--- src/rtl/round_timer_ctrl_pkg.sv ---
// rtl/round_timer_ctrl_pkg.sv - shared state encoding, defaults and helpers for the round timer
package round_timer_ctrl_pkg;

  localparam int SECS_W = 4;

  localparam int DEFAULT_TICK_DIV   = 50000000;
  localparam int DEFAULT_START_SECS = 9;
  localparam int DEFAULT_WARN_SECS  = 3;

  typedef enum logic [1:0] {
    ST_IDLE   = 2'd0,
    ST_RUN    = 2'd1,
    ST_PAUSED = 2'd2,
    ST_DONE   = 2'd3
  } state_t;

  // A divide-by-one prescaler still needs a one-bit register to stay legal.
  function automatic int cnt_width(input int div);
    return (div > 1) ? $clog2(div) : 1;
  endfunction

endpackage

--- src/rtl/round_timer_ctrl_if.sv ---
// rtl/round_timer_ctrl_if.sv - command and status bundle between game logic and the round timer
interface round_timer_ctrl_if;
  import round_timer_ctrl_pkg::*;

  logic              start;
  logic              abort;
  logic              pause;
  logic              load_valid;
  logic [SECS_W-1:0] load_secs;
  logic [SECS_W-1:0] secs_left;
  logic              running;
  logic              paused;
  logic              tick;
  logic              expired;
  logic              warn;

  modport master (
    output start, abort, pause, load_valid, load_secs,
    input  secs_left, running, paused, tick, expired, warn
  );

  modport slave (
    input  start, abort, pause, load_valid, load_secs,
    output secs_left, running, paused, tick, expired, warn
  );

endinterface

--- src/rtl/round_timer_ctrl_tick_prescaler.sv ---
// rtl/round_timer_ctrl_tick_prescaler.sv - one-second prescaler with hold and synchronous clear
module tick_prescaler
  import round_timer_ctrl_pkg::*;
#(
  parameter int TICK_DIV = DEFAULT_TICK_DIV
) (
  input  logic clk,
  input  logic reset,
  input  logic en,
  input  logic clr,
  output logic terminal
);

  localparam int CW = cnt_width(TICK_DIV);
  localparam logic [CW-1:0] LAST = CW'(TICK_DIV - 1);

  logic [CW-1:0] cnt_q;

  always_ff @(posedge clk or posedge reset) begin
    if (reset) begin
      cnt_q <= '0;
    end else if (clr) begin
      cnt_q <= '0;
    end else if (en) begin
      cnt_q <= (cnt_q == LAST) ? '0 : cnt_q + 1'b1;
    end
  end

  // Combinational so the controller can register tick in the same edge it wraps.
  assign terminal = en && (cnt_q == LAST);

endmodule

--- src/rtl/round_timer_ctrl.sv ---
// rtl/round_timer_ctrl.sv - commanded round countdown with pause, abort, restart and expiry pulse
module round_timer_ctrl
  import round_timer_ctrl_pkg::*;
#(
  parameter int TICK_DIV   = DEFAULT_TICK_DIV,
  parameter int START_SECS = DEFAULT_START_SECS,
  parameter int WARN_SECS  = DEFAULT_WARN_SECS
) (
  input  logic          clk,
  input  logic          reset,
  round_timer_ctrl_if.slave bus
);

  localparam logic [SECS_W-1:0] START_V = SECS_W'(START_SECS);
  localparam logic [SECS_W-1:0] WARN_V  = SECS_W'(WARN_SECS);

  state_t            state_q, state_d;
  logic [SECS_W-1:0] preset_q, preset_d;
  logic [SECS_W-1:0] secs_q, secs_d;
  logic              tick_q, tick_d;
  logic              expired_q, expired_d;
  logic              running_q, running_d;
  logic              paused_q, paused_d;
  logic              warn_q, warn_d;
  logic              pre_en, pre_clr, terminal;

  // The prescaler advances on every RUN cycle, including the one that samples pause.
  assign pre_en = (state_q == ST_RUN);

  tick_prescaler #(.TICK_DIV(TICK_DIV)) u_prescaler (
    .clk      (clk),
    .reset    (reset),
    .en       (pre_en),
    .clr      (pre_clr),
    .terminal (terminal)
  );

  always_ff @(posedge clk or posedge reset) begin
    if (reset) begin
      state_q   <= ST_IDLE;
      preset_q  <= START_V;
      secs_q    <= START_V;
      tick_q    <= 1'b0;
      expired_q <= 1'b0;
      running_q <= 1'b0;
      paused_q  <= 1'b0;
      warn_q    <= 1'b0;
    end else begin
      state_q   <= state_d;
      preset_q  <= preset_d;
      secs_q    <= secs_d;
      tick_q    <= tick_d;
      expired_q <= expired_d;
      running_q <= running_d;
      paused_q  <= paused_d;
      warn_q    <= warn_d;
    end
  end

  always_comb begin
    state_d   = state_q;
    preset_d  = preset_q;
    secs_d    = secs_q;
    tick_d    = 1'b0;
    expired_d = 1'b0;
    pre_clr   = 1'b0;

    if (bus.abort) begin
      state_d = ST_IDLE;
      pre_clr = 1'b1;
      secs_d  = preset_q;
    end else begin
      unique case (state_q)
        ST_IDLE: begin
          // A coincident load lands before start so the run uses the new preset.
          if (bus.load_valid && (bus.load_secs != '0)) begin
            preset_d = bus.load_secs;
          end
          secs_d = preset_d;
          if (bus.start) begin
            state_d = ST_RUN;
            pre_clr = 1'b1;
          end
        end
        ST_RUN: begin
          if (terminal) begin
            tick_d = 1'b1;
            if (secs_q <= 4'd1) begin
              secs_d    = '0;
              expired_d = 1'b1;
              state_d   = ST_DONE;
            end else begin
              secs_d = secs_q - 1'b1;
            end
          end
          if (bus.pause && (state_d == ST_RUN)) begin
            state_d = ST_PAUSED;
          end
        end
        ST_PAUSED: begin
          if (!bus.pause) begin
            state_d = ST_RUN;
          end
        end
        ST_DONE: begin
          secs_d = '0;
          if (bus.start) begin
            state_d = ST_RUN;
            pre_clr = 1'b1;
            secs_d  = preset_q;
          end
        end
        default: begin
          state_d = ST_IDLE;
          secs_d  = preset_q;
        end
      endcase
    end

    running_d = (state_d == ST_RUN);
    paused_d  = (state_d == ST_PAUSED);
    warn_d    = running_d && (secs_d <= WARN_V);
  end

  assign bus.secs_left = secs_q;
  assign bus.running   = running_q;
  assign bus.paused    = paused_q;
  assign bus.tick      = tick_q;
  assign bus.expired   = expired_q;
  assign bus.warn      = warn_q;

endmodule

--- src/flat_wrapper.sv ---
// flat-port wrapper written by rule: the top's interface ports become plain ports
module round_timer_ctrl_flat import round_timer_ctrl_pkg::*;
#(
  parameter int TICK_DIV   = DEFAULT_TICK_DIV,
  parameter int START_SECS = DEFAULT_START_SECS,
  parameter int WARN_SECS  = DEFAULT_WARN_SECS
)
  (clk, reset, bus_start, bus_abort, bus_pause, bus_load_valid, bus_load_secs, bus_secs_left, bus_running, bus_paused, bus_tick, bus_expired, bus_warn);
  round_timer_ctrl_if bus_i ();
  input  logic clk;
  input  logic reset;
  input wire logic [$bits(bus_i.start)-1:0] bus_start;
  input wire logic [$bits(bus_i.abort)-1:0] bus_abort;
  input wire logic [$bits(bus_i.pause)-1:0] bus_pause;
  input wire logic [$bits(bus_i.load_valid)-1:0] bus_load_valid;
  input wire logic [$bits(bus_i.load_secs)-1:0] bus_load_secs;
  output wire logic [$bits(bus_i.secs_left)-1:0] bus_secs_left;
  output wire logic [$bits(bus_i.running)-1:0] bus_running;
  output wire logic [$bits(bus_i.paused)-1:0] bus_paused;
  output wire logic [$bits(bus_i.tick)-1:0] bus_tick;
  output wire logic [$bits(bus_i.expired)-1:0] bus_expired;
  output wire logic [$bits(bus_i.warn)-1:0] bus_warn;
  assign bus_i.start = bus_start;
  assign bus_i.abort = bus_abort;
  assign bus_i.pause = bus_pause;
  assign bus_i.load_valid = bus_load_valid;
  assign bus_i.load_secs = bus_load_secs;
  assign bus_secs_left = bus_i.secs_left;
  assign bus_running = bus_i.running;
  assign bus_paused = bus_i.paused;
  assign bus_tick = bus_i.tick;
  assign bus_expired = bus_i.expired;
  assign bus_warn = bus_i.warn;
  round_timer_ctrl #(.TICK_DIV(TICK_DIV), .START_SECS(START_SECS), .WARN_SECS(WARN_SECS)) u_core (.clk(clk), .reset(reset), .bus(bus_i));
endmodule
--- config.mk ---
export PLATFORM = sky130hd
export DESIGN_NAME = round_timer_ctrl_flat
export DESIGN_NICKNAME = d
export VERILOG_FILES = /design/src/rtl/round_timer_ctrl_pkg.sv /design/src/rtl/round_timer_ctrl_if.sv /design/src/rtl/round_timer_ctrl_tick_prescaler.sv /design/src/rtl/round_timer_ctrl.sv /design/src/flat_wrapper.sv
export SDC_FILE = /design/constraint.sdc
export NUM_CORES = 1
export LEC_CHECK = 0
export CAP_MARGIN = 20
export CELL_PAD_IN_SITES_DETAIL_PLACEMENT = 1
export CELL_PAD_IN_SITES_GLOBAL_PLACEMENT = 1
export CORE_UTILIZATION = 34
export CTS_CLUSTER_SIZE = 16
export DETAILED_ROUTE_END_ITERATION = 12
export HOLD_SLACK_MARGIN = 0.03
export PLACE_DENSITY_LB_ADDON = 0.1
export SLEW_MARGIN = 20
export SYNTH_ARGS = -nofsm -noshare
export SYNTH_HDL_FRONTEND = slang
export SYNTH_SLANG_ARGS = --single-unit
--- constraint.sdc ---
create_clock -name clk -period 5.3 [get_ports clk]
set_clock_uncertainty 0.2 [all_clocks]
set_input_delay 1.06 -clock clk [delete_from_list [all_inputs] [get_ports clk]]
set_output_delay 1.06 -clock clk [all_outputs]
set_load 0.02 [all_outputs]
==> flow_summary_export.csv <==
group,metric,value,unit
placement,place.gp.congestion,0.774,
die,core-area,6870,um2
timing,hold_viol,0,
worst_setup_path,cp_data_arrival_time,3.05,ns
synthesis,async_reset_ff_frac,1.00,
worst_setup_path,path_class,"in2reg",
worst_setup_path,cpMaxStageDelayCell,"clkdlybuf4s50_1",
cells_and_area,finalInstanceArea,2820,um2
cts,cts_hold_buf,0,
global_routing,grt-ovfl-total,0,
worst_setup_path,cp.buffers_inverters,1,
synthesis,seq_area_frac_synth,0.421,
synthesis,synth_seq_cells,41,
placement,dp.cells,372,
cts,insertion_delay,0.30,ns
cells_and_area,post-route-util,0.411,
power_and_ir_drop,pwr_density_cell,262,nW/um2
detailed_routing,num_vias,2015,
cts,cts_tree,"built",
power_and_ir_drop,finalPower,0.739,mW
timing,fmax,330,MHz
cells_and_area,area_growth,15.3,%
hold_path,hold_start,"u_core.preset_q[2]",
global_routing,track_usage,0.189,
power_and_ir_drop,seqPwrFrac,0.495,
detailed_routing,drtIter0Drc,44,
cells_and_area,multi_input_area,1330,um2
synthesis,ys_warn_count,0,
hold_path,hold_depth,2,
cts,h-tree-depth,2,
die,die_w,86.8,um
cells_and_area,final_cell_mix,"37 x dfrtp_1, 32 x nor2_1, 20 x nand2_1",
synthesis,syn_area,2450,um2
global_routing,grt_pass1_vias,2149,
global_routing,grt_pass1_wl,10900,um
job,drv_cap,0,
power_and_ir_drop,leakage,1.09,nW
die,num_rows,30,
synthesis,synth_top_family_by_area,"simple AND/OR/NAND/NOR gates",
placement,io_buffers,18,
cts,ctsRootBufferMaster,"clkbuf_8",
detailed_routing,drc,0,
synthesis,yosys_most_used_dff,"dfrtp_1",
timing,finalSetupTns,0,ns
cts,cts.repair.resized,0,
timing,min_period_over_period,0.571,
detailed_routing,routedWlPerCell,16.6,um
cells_and_area,seqCellArea,1030,um2
die,initial_core_util,0.356,
placement,postPlaceCellArea,2740,um2
cts,postCtsSetupBuffers,0,
hold_path,min_to,"u_core.bus.secs_left[2]",
synthesis,muxShareOfSynthArea,0.0230,
cts,numCtsBuffers,5,
timing,setup_viol,0,
worst_setup_path,reg2reg_slack,2.68,ns
cells_and_area,mostFrequentLayoutCell,"dfrtp_1",
global_routing,grt_start_max_net_pins,42,
run_status,status,"completed",
placement,hpwl,4480,um
cells_and_area,antenna_cells,0,
die,ioPinCount,19,
power_and_ir_drop,pwr-share-comb,0.227,
cells_and_area,final_cells,380,
synthesis,synth.distinct_cells,58,
cells_and_area,final.fill_count,806,
synthesis,synth_compound_area_frac,0.143,
worst_setup_path,path_cells,"clkdlybuf4s50_1 > nor2b_1 > nor3_1 > a211oi_2 > a31oi_1 > a31oi_1",
detailed_routing,postRouteAntennaNets,0,
synthesis,synth_simple_gate_area_frac,0.271,
timing,slew-limit-headroom,0.467,
cts,cts_sinks,41,
die,chipHeight,86.8,um
detailed_routing,vias_per_cell,5.30,
timing,rsz0062_at_grt,"no",
cts,clockBufferDepth,2,
worst_setup_path,rr_worst_depth,7,
synthesis,synth_xor_area_frac,0.0680,
worst_setup_path,max_stage_delay,0.51,ns
detailed_routing,drt-total-wl,6300,um
synthesis,synth_area_per_cell,9.27,um2
die,die-area,7540,um2
worst_setup_path,crit_family,"compound AO/OA/AOI/OAI gates",
synthesis,syn_inst,264,
power_and_ir_drop,p_int,0.502,mW
worst_setup_path,reg2reg_to,"u_core.u_prescaler.cnt_q[18]",
cells_and_area,final_nets,300,
cts,clkTransAtPathRegs,0.08,ns
global_routing,antenna_found_initial,0,
worst_setup_path,crit_required,5.32,ns
worst_setup_path,path_max_fanout,7,
synthesis,synthAdderAreaFrac,0.0358,
timing,worst_pin_slew,0.794,ns
power_and_ir_drop,peakVddDrop,0.0000890,V
worst_setup_path,r2r-start,"u_core.state_q[0]",
power_and_ir_drop,clkPwrFrac,0.278,
timing,finalMaxSlewViolations,0,
synthesis,syn_nets,281,
timing,period_needed,3.03,ns
cells_and_area,layout-drive-gt1-share,0.113,
power_and_ir_drop,p_sw,0.237,mW
hold_path,min-delay-path-class,"reg2reg",
detailed_routing,drt_pass1_iterations,4,
worst_setup_path,crit_top_cell,"a31oi_1",
worst_setup_path,critPathLaunchType,"input pin",
power_and_ir_drop,sw_frac_of_total,0.320,
synthesis,synth_edf_count,0,
worst_setup_path,endpoint_kind,"register",
==> synth_stat cells (2+ instances only) <==
library cell | number | share of area
and3_1 | 4 | 0.010
mux2_2 | 5 | 0.023
nor2b_1 | 2 | 0.0051
a22o_1 | 3 | 0.011
xor2_1 | 3 | 0.011
nand4b_1 | 2 | 0.0072
inv_1 | 16 | 0.025
clkbuf_1 | 6 | 0.0092
or3_1 | 3 | 0.0077
dfstp_2 | 4 | 0.043
xnor2_1 | 16 | 0.057
and4_1 | 2 | 0.0072
a21oi_1 | 19 | 0.039
nand2_1 | 20 | 0.031
nor4_1 | 6 | 0.015
ha_1 | 7 | 0.036
dfrtp_1 | 37 | 0.38
nor4bb_1 | 3 | 0.012
nor2_1 | 32 | 0.049
o31ai_1 | 3 | 0.0092
nand3_1 | 6 | 0.012
o21ai_0 | 6 | 0.012
nor3_1 | 12 | 0.025
buf_2 | 2 | 0.0041
a31oi_1 | 6 | 0.015
or2_2 | 2 | 0.0051
nand4_1 | 6 | 0.015
==> cells by family (layout without fill, tap and decap cells) <==
family | count (synthesis) | in the layout
mux | 5 | 5
compound gates | 52 | 52
simple gates | 116 | 116
flops | 41 | 41
buf+inv | 24 | 44
xor+xnor | 19 | 19
fa+ha+maj | 7 | 7
==> worst max path at each step <==
stage               cells after the start       from  slack, ns                            to
floorplan                               5  bus_abort       2.74  u_core.u_prescaler.cnt_q[21]
global placement                        6  bus_start       1.75  u_core.u_prescaler.cnt_q[24]
detailed placement                      6  bus_start       1.98  u_core.u_prescaler.cnt_q[18]
CTS                                     6  bus_start       2.30  u_core.u_prescaler.cnt_q[13]
global route                            6  bus_start       2.14  u_core.u_prescaler.cnt_q[18]
finish                                  6  bus_start       2.27  u_core.u_prescaler.cnt_q[18]
==> stage by stage <==
step / worst slack, ns / hold WS, ns
2_1_floorplan: 2.74 / 0.263
5_1_grt: 2.14 / 0.354
6_report: 2.27 / 0.315
4_1_cts: 2.30 / 0.329
3_3_place_gp: 1.75 / 0.293
3_5_place_dp: 1.98 / 0.308
==> state kept, by name, indices dropped and copies added, names as in the netlist, named ones only <==
signal and count:
u_core.preset_q 4, u_core.state_q 2, u_core.bus.secs_left 2, u_core.u_prescaler.cnt_q 26, u_core.bus.running 1, u_core.bus.expired 1
u_core.bus.tick 1, u_core.bus.paused 1, u_core.bus.warn 1
==> routing by layer <==
layer | routed length, um | vias to the layer above | GRT usage | share of wire
met2 | 3150 | 15 | 0.338 | 0.50
met5 | 0 | - | 0 | 0
met1 | 2960 | 1003 | 0.238 | 0.47
met4 | 73 | 0 | 0.0500 | 0.012
met3 | 113 | 6 | 0.0267 | 0.018
li1 | - | 991 | - | -
==> worst min-delay path, stage by stage (launching register included) <==
cell and delay [ns]:
dfrtp_1 0.37, nand2_1 0.06, nand2_1 0.06
==> power groups by stage <==
| stage | Sequential (mW) | Combinational (mW) | Clock (mW) |
|---|---|---|---|
| 4_1_cts | 0.367 | 0.170 | 0.213 |
| 6_report | 0.366 | 0.167 | 0.205 |
| 2_1_floorplan | 0.377 | 0.100 | 0 |
| 5_1_grt | 0.371 | 0.186 | 0.225 |
| 3_3_place_gp | 0.373 | 0.166 | 0 |
| 3_5_place_dp | 0.373 | 0.168 | 0 |
==> area by class of cell <==
type                       count  share of cell area
tap                           96              0.0426
timing repair buffer          20              0.0691
sequential                    41               0.365
multi-input combinational    199               0.473
clock inverter                 2             0.00355
clock buffer                   6              0.0257
inverter                      16              0.0213
No activity file was read; power rests on OpenSTA's default activity.
